==> config.mk <==
export PLATFORM = sky130hd
export DESIGN_NAME = alu_seq
export DESIGN_NICKNAME = d
export VERILOG_FILES = /design/src/rtl/alu_seq_pkg.sv /design/src/rtl/alu_seq_regfile.sv /design/src/rtl/alu_seq.sv
export SDC_FILE = /design/constraint.sdc
export NUM_CORES = 1
export LEC_CHECK = 0
export ABC_CLOCK_PERIOD_IN_PS = 1900
export BUFFER_PORTS_ARGS = -buffer_cell sky130_fd_sc_hd__buf_2
export CAP_MARGIN = 25
export CORE_MARGIN = 1.5
export CORE_UTILIZATION = 35
export CTS_BUF_LIST = sky130_fd_sc_hd__clkbuf_4
export DETAILED_ROUTE_END_ITERATION = 8
export PLACE_DENSITY_LB_ADDON = 0.25
export SLEW_MARGIN = 10
export SYNTH_ARGS = -nofsm -noshare
export SYNTH_HDL_FRONTEND = slang
export SYNTH_HIERARCHICAL = 1
export SYNTH_SLANG_ARGS = --single-unit
==> constraint.sdc <==
create_clock -name clk -period 1.9 [get_ports clk]
set_input_delay 0.095 -clock clk [delete_from_list [all_inputs] [get_ports clk]]
set_output_delay 0.095 -clock clk [all_outputs]
set_load 0.01 [all_outputs]
==> src/rtl/alu_seq_pkg.sv <==
// alu_seq_pkg: shared definitions for the alu_seq sequencer.
//   - opcode constants (ALU ops, LDI; every other code is a NOP)
//   - FSM state encoding
//   - instruction field positions: {op[9:6], rd[5:4], ra[3:2], rb[1:0]}
//   - helpers classifying an opcode
package alu_seq_pkg;

  localparam int DATA_W   = 4;
  localparam int NUM_REGS = 4;
  localparam int INSTR_W  = 10;

  localparam int OP_MSB = 9;
  localparam int OP_LSB = 6;
  localparam int RD_MSB = 5;
  localparam int RD_LSB = 4;
  localparam int RA_MSB = 3;
  localparam int RA_LSB = 2;
  localparam int RB_MSB = 1;
  localparam int RB_LSB = 0;

  localparam logic [3:0] OP_ADD  = 4'b0000;
  localparam logic [3:0] OP_SUB  = 4'b0001;
  localparam logic [3:0] OP_AND  = 4'b0010;
  localparam logic [3:0] OP_OR   = 4'b0011;
  localparam logic [3:0] OP_NOT  = 4'b0100;
  localparam logic [3:0] OP_PASS = 4'b1111;
  localparam logic [3:0] OP_LDI  = 4'b1000;

  typedef enum logic [1:0] {
    ST_IDLE = 2'd0,
    ST_EXEC = 2'd1,
    ST_WB   = 2'd2
  } state_t;

  // Opcodes whose result comes from the external ALU and which update the flags.
  function automatic logic is_alu_op(input logic [3:0] op);
    return (op == OP_ADD) || (op == OP_SUB) || (op == OP_AND) ||
           (op == OP_OR)  || (op == OP_NOT) || (op == OP_PASS);
  endfunction

  // Opcodes that write rd (ALU ops and LDI); everything else is a NOP.
  function automatic logic writes_rd(input logic [3:0] op);
    return is_alu_op(op) || (op == OP_LDI);
  endfunction

endpackage

==> src/rtl/alu_seq_regfile.sv <==
// alu_seq_regfile: 4 x 4-bit register file.
// Ports:
//   clk, rst           clock, synchronous active-high reset (clears all registers)
//   we, waddr, wdata   synchronous write port
//   raddr_a, rdata_a   combinational read port A
//   raddr_b, rdata_b   combinational read port B
module alu_seq_regfile
  import alu_seq_pkg::*;
(
  input  logic              clk,
  input  logic              rst,
  input  logic              we,
  input  logic [1:0]        waddr,
  input  logic [DATA_W-1:0] wdata,
  input  logic [1:0]        raddr_a,
  output logic [DATA_W-1:0] rdata_a,
  input  logic [1:0]        raddr_b,
  output logic [DATA_W-1:0] rdata_b
);

  logic [DATA_W-1:0] regs_reg [NUM_REGS];

  generate
    for (genvar gi = 0; gi < NUM_REGS; gi++) begin : g_reg
      always_ff @(posedge clk) begin
        if (rst) begin
          regs_reg[gi] <= '0;
        end else if (we && (waddr == 2'(gi))) begin
          regs_reg[gi] <= wdata;
        end
      end
    end
  endgenerate

  assign rdata_a = regs_reg[raddr_a];
  assign rdata_b = regs_reg[raddr_b];

endmodule

==> src/rtl/alu_seq.sv <==
// alu_seq: three-state (IDLE -> EXEC -> WB) instruction sequencer driving an
// external combinational ALU.
// Ports:
//   clk, rst                   clock, synchronous active-high reset
//   instr_valid, instr         instruction offer {op, rd, ra, rb}
//   instr_ready                high only in IDLE (and not in reset)
//   alu_a, alu_b, alu_op       ALU operands/opcode, non-zero only in EXEC
//   alu_result, alu_carry,     ALU response, sampled at the end of EXEC
//   alu_zero
//   done_valid, done_data      one-cycle writeback pulse and value written to rd
//   carry_flag, zero_flag      flags from the last ALU writeback
//   instr_count                (only with ALU_SEQ_STATS_EN) wrapping 8-bit count
//                              of done_valid pulses
// Optional feature macro: ALU_SEQ_STATS_EN
module alu_seq
  import alu_seq_pkg::*;
(
  input  logic                clk,
  input  logic                rst,
  input  logic                instr_valid,
  input  logic [INSTR_W-1:0]  instr,
  output logic                instr_ready,
  output logic [DATA_W-1:0]   alu_a,
  output logic [DATA_W-1:0]   alu_b,
  output logic [3:0]          alu_op,
  input  logic [DATA_W-1:0]   alu_result,
  input  logic                alu_carry,
  input  logic                alu_zero,
  output logic                done_valid,
  output logic [DATA_W-1:0]   done_data,
  output logic                carry_flag,
  output logic                zero_flag
`ifdef ALU_SEQ_STATS_EN
  ,
  output logic [7:0]          instr_count
`endif
);

  state_t             state_reg, state_next;
  logic [INSTR_W-1:0] instr_reg;
  logic [DATA_W-1:0]  result_reg;
  logic               carry_res_reg, zero_res_reg;
  logic               carry_flag_reg, zero_flag_reg;

  logic [3:0]         op;
  logic [1:0]         rd, ra, rb;
  logic               handshake;

  logic               rf_we;
  logic [1:0]         rf_raddr_a;
  logic [DATA_W-1:0]  rf_rdata_a, rf_rdata_b;

  assign op = instr_reg[OP_MSB:OP_LSB];
  assign rd = instr_reg[RD_MSB:RD_LSB];
  assign ra = instr_reg[RA_MSB:RA_LSB];
  assign rb = instr_reg[RB_MSB:RB_LSB];

  // instr_ready already excludes the reset cycle, so reset wins over a handshake.
  assign handshake = instr_valid && instr_ready;

  alu_seq_regfile u_regfile (
    .clk     (clk),
    .rst     (rst),
    .we      (rf_we),
    .waddr   (rd),
    .wdata   (result_reg),
    .raddr_a (rf_raddr_a),
    .rdata_a (rf_rdata_a),
    .raddr_b (rb),
    .rdata_b (rf_rdata_b)
  );

  // State register.
  always_ff @(posedge clk) begin
    if (rst) begin
      state_reg <= ST_IDLE;
    end else begin
      state_reg <= state_next;
    end
  end

  // Next-state logic.
  always_comb begin
    state_next = state_reg;
    case (state_reg)
      ST_IDLE: if (handshake) state_next = ST_EXEC;
      ST_EXEC: state_next = ST_WB;
      ST_WB:   state_next = ST_IDLE;
      default: state_next = ST_IDLE;
    endcase
  end

  // Outputs. Port A reads ra in EXEC and rd in WB, so a NOP can report rd's
  // value without a third read port. All outputs are forced low in reset so an
  // operation caught in EXEC/WB never writes back or pulses done_valid.
  always_comb begin
    instr_ready = 1'b0;
    alu_a       = '0;
    alu_b       = '0;
    alu_op      = '0;
    done_valid  = 1'b0;
    done_data   = '0;
    rf_we       = 1'b0;
    rf_raddr_a  = ra;
    case (state_reg)
      ST_IDLE: instr_ready = 1'b1;
      ST_EXEC: begin
        alu_a  = rf_rdata_a;
        alu_b  = rf_rdata_b;
        alu_op = op;
      end
      ST_WB: begin
        rf_raddr_a = rd;
        done_valid = 1'b1;
        done_data  = writes_rd(op) ? result_reg : rf_rdata_a;
        rf_we      = writes_rd(op);
      end
      default: ;
    endcase
    if (rst) begin
      instr_ready = 1'b0;
      alu_a       = '0;
      alu_b       = '0;
      alu_op      = '0;
      done_valid  = 1'b0;
      done_data   = '0;
      rf_we       = 1'b0;
    end
  end

  // Datapath: the ALU response is captured at the end of EXEC because the ALU
  // inputs return to zero in WB; the register and flag writes happen at the
  // end of WB so that a reset during WB still cancels them.
  always_ff @(posedge clk) begin
    if (rst) begin
      instr_reg      <= '0;
      result_reg     <= '0;
      carry_res_reg  <= 1'b0;
      zero_res_reg   <= 1'b0;
      carry_flag_reg <= 1'b0;
      zero_flag_reg  <= 1'b0;
    end else begin
      if (handshake) begin
        instr_reg <= instr;
      end
      if (state_reg == ST_EXEC) begin
        result_reg    <= (op == OP_LDI) ? {ra, rb} : alu_result;
        carry_res_reg <= alu_carry;
        zero_res_reg  <= alu_zero;
      end
      if (done_valid && is_alu_op(op)) begin
        carry_flag_reg <= carry_res_reg;
        zero_flag_reg  <= zero_res_reg;
      end
    end
  end

  assign carry_flag = carry_flag_reg;
  assign zero_flag  = zero_flag_reg;

`ifdef ALU_SEQ_STATS_EN
  logic [7:0] instr_count_reg;

  always_ff @(posedge clk) begin
    if (rst) begin
      instr_count_reg <= '0;
    end else if (done_valid) begin
      instr_count_reg <= instr_count_reg + 8'd1;
    end
  end

  assign instr_count = instr_count_reg;
`endif

endmodule

==> metrics.txt <==
Worst EP arrival approximately 1900 ps; largest net degree at the start of global routing 31; FF+latch count, synth 36; Detailed Route WL around 4.5 mm; initial drt markers 82; min Tclk post-route around 2000 ps; WP buf/inv 1; DIE AREA 0.00587 sq mm; Final period util 107%; worst-case reg-to-reg path depth 5; GP Congestion 0.762; antenna violations before repair 0; Crit Path Class register to output port; # rows 26; Worst VDD drop roughly 0.34 mV; syn avg cell area 11.1 sq um; CTS Buffer Depth 2; Leak 0.998 nW; Worst path slowest cell mux4_2; number of flip-flops in the largest register 16; r2r startpoint instr_reg[6]$_SDFFE_PP0P_; Pre-antenna DRT Iters 4; power per cell area 682 mW/mm^2; max_slew headroom 69.7%; CTS tree yes; Congestion Overflow GR 0; layout cell share with drive strength beyond 1 36.0%; Die W 76.6 microns; Worst-path clk slew 130 ps; Startpoint Class register; yosys warns 6; R2R setup slack 150 ps; Cells after Synth between 150 and 200; clock sink count 36; reg2reg end u_regfile/regs_reg[0][2]$_SDFFCE_PN0P_; vias per inst 4.87; Post-DRT Antenna Nets 0; worst slew pin tran 453 ps; area occupied by multi-input gates 996 sq um; Worst Setup EP alu_a[2]; core area 0.00517 sq mm; Worst Path Required approximately 1800 ps; Worst Setup SP state_reg[1]$_SDFFE_PP0P_; clock tree root driver cell clkbuf_4; final setup margin -129 ps; Overall Global Routing Usage 16.4%; fin nets approximately 260; Worst Setup End Kind output port; worst slack, placed 79.1 ps; initial core utilization between 30 and 40%; post-synth top area cell edfxtp_1; top post-synthesis cells by area edfxtp_1, dfxtp_1, mux4_1, mux2i_1, and2_1; Setup violations, final 8; residual DRC count 0; critical path depth 5; Max Slew Vio Count 0; dpl hpwl 3.21 mm; H-Tree Level Count 2; register area share after synthesis 46.5%; Filler cells 492; Layout Area Growth over Synthesis 31.7%; n_diodes 0; RSZ-0062 raised after global routing yes; Seq. cell area 883 sq um; first-pass GRT wire length 7.43 mm; syn nets 190; Syn Std Cell Area 0.00190 sq mm; f_max approximately 500 MHz; share of the synthesized area in the top cell type 25.3%; failing checks negative setup slack; DR vias between 1500 and 2000; Worst Clk Skew 23.3 ps; Worst Path Max Fanout 4; WL per Instance 14.6 microns; max cap viols 0; die height between 70 and 80 microns; number of CTS-inserted buffers 5; crit-path max cell delay about 450 ps; Worst Hold Class input pin to register; Final Hold Fails 0; # IOs 39; Crit path max-delay family multiplexers; fin util 48.3%; buffers added on ports 38; crit-path cells nor2b_4, mux2_4, mux4_2, and2_1, buf_2; status complete, but fails checks; vias in the first global route 1483; clock latency at the later pin of the worst-skew pair between 300 and 400 ps; Netlist cell types 28
[per-stage QoR]
stage / hold WS (ps) / cell area [sq um] / total power, mW / cells / TNS, ps
2_1_floorplan: 203 / 1900 / 1.04 / 171 / 0
3_3_place_gp: 290 / 2260 / 1.13 / 288 / 0
3_5_place_dp: 296 / 2260 / 1.13 / 288 / 0
4_1_cts: 23.2 / 2450 / 1.71 / 307 / -978
5_1_grt: 36.2 / 2500 / 1.77 / 309 / -1710
6_report: 23.7 / 2500 / 1.70 / 309 / -897
[placed cells by master (no fill, tap or decap), types with 2 or more instances in the layout]
cell type,netlist,final
buf_4,0,18
nor3_1,6,6
edfxtp_1,16,16
o21ai_1,10,10
a211oi_2,4,4
nor2b_4,0,2
nor2_1,20,20
or2b_1,2,2
mux2_4,0,2
nand3b_1,4,4
mux2_1,4,2
nor2b_1,6,4
dfxtp_2,0,2
inv_1,2,2
o21bai_2,0,2
dfxtp_1,20,18
and2_1,12,11
nand2b_1,9,9
clkbuf_4,0,6
mux2i_1,10,10
dlygate4sd3_1,0,11
mux4_1,8,4
mux4_2,0,4
buf_2,6,37
nand2_1,19,19
[power by group]
part	internal (mW)	switching, mW	leakage (nW)	total [mW]
registers	0.847	0.0432	0.331	0.890
clock network	0.290	0.264	0.0456	0.554
logic	0.142	0.117	0.621	0.259
total	1.28	0.424	0.998	1.70
[worst reg2reg max path, delay by kind of cell (launching register included)]
| family | cells | cell delay (ps) |
|---|---|---|
| flip-flops | 1 | 480 |
| AO/OA/AOI/OAI | 2 | 280 |
| AND/OR/NAND/NOR | 2 | 500 |
| buffers and inverters | 1 | 180 |
[final cells by class]
type | count | area share, %
clock buffers | 6 | 1.80
clock inverters | 2 | 1.40
inverters | 2 | 0.301
multi-input cells | 126 | 39.9
repair buffers | 67 | 17.7
flip-flops and latches | 36 | 35.4
well taps | 70 | 3.51
[cell usage after synthesis]
cell type   n
nor2_1     20
o21ai_1    10
o21ai_0     1
a211oi_4    1
o31ai_1     1
nand2_1    19
nor3b_1     1
and4_2      1
nor4b_4     1
nor4b_2     1
buf_2       6
nand2b_1    9
nand3b_1    4
dfxtp_1    20
clkbuf_1    1
or2b_1      2
nor3_1      6
and2_1     12
o21bai_1    3
a32oi_1     1
a21o_1      1
mux4_1      8
edfxtp_1   16
mux2_1      4
nor2b_1     6
mux2i_1    10
a211oi_2    4
inv_1       2
[what timing repair did]
action,4_1_cts,5_1_grt
hold buffers,11,0
pin swaps,1,1
endpoints found under the hold margin,11,0
gates resized for setup,12,7
setup endpoints to repair,8,20
buffers inserted,0,2
cloned,0,0
[cells by family after synthesis]
family / after synthesis / share of synthesized area, %
AOI/OAI and AO/OA: 22 / 9.04
buffers and inverters: 9 / 2.18
DFF: 36 / 46.5
muxes: 22 / 18.7
and+or+nand+nor: 82 / 23.6
[routing by layer]
layer	up-vias	global-route usage, %	wire length (microns)
met5	-	0	0
met4	0	6.67	41
met3	2	3.47	155
met2	34	26.1	2190
met1	718	21.8	2130
li1	750	-	-
[worst min-delay path by stage]
stage | start | end | slack, ps | depth (start not counted)
after floorplan | instr[8] | instr_reg[8]$_SDFFE_PP0P_ | 200 | 2
after global placement | instr[8] | instr_reg[8]$_SDFFE_PP0P_ | 290 | 3
after detailed placement | instr[8] | instr_reg[8]$_SDFFE_PP0P_ | 300 | 3
after CTS | alu_carry | carry_res_reg$_SDFFE_PP0N_ | 20 | 3
after global routing | alu_carry | carry_res_reg$_SDFFE_PP0N_ | 40 | 3
final | alu_carry | carry_res_reg$_SDFFE_PP0N_ | 20 | 3
Power figures use the tool's default switching activity.
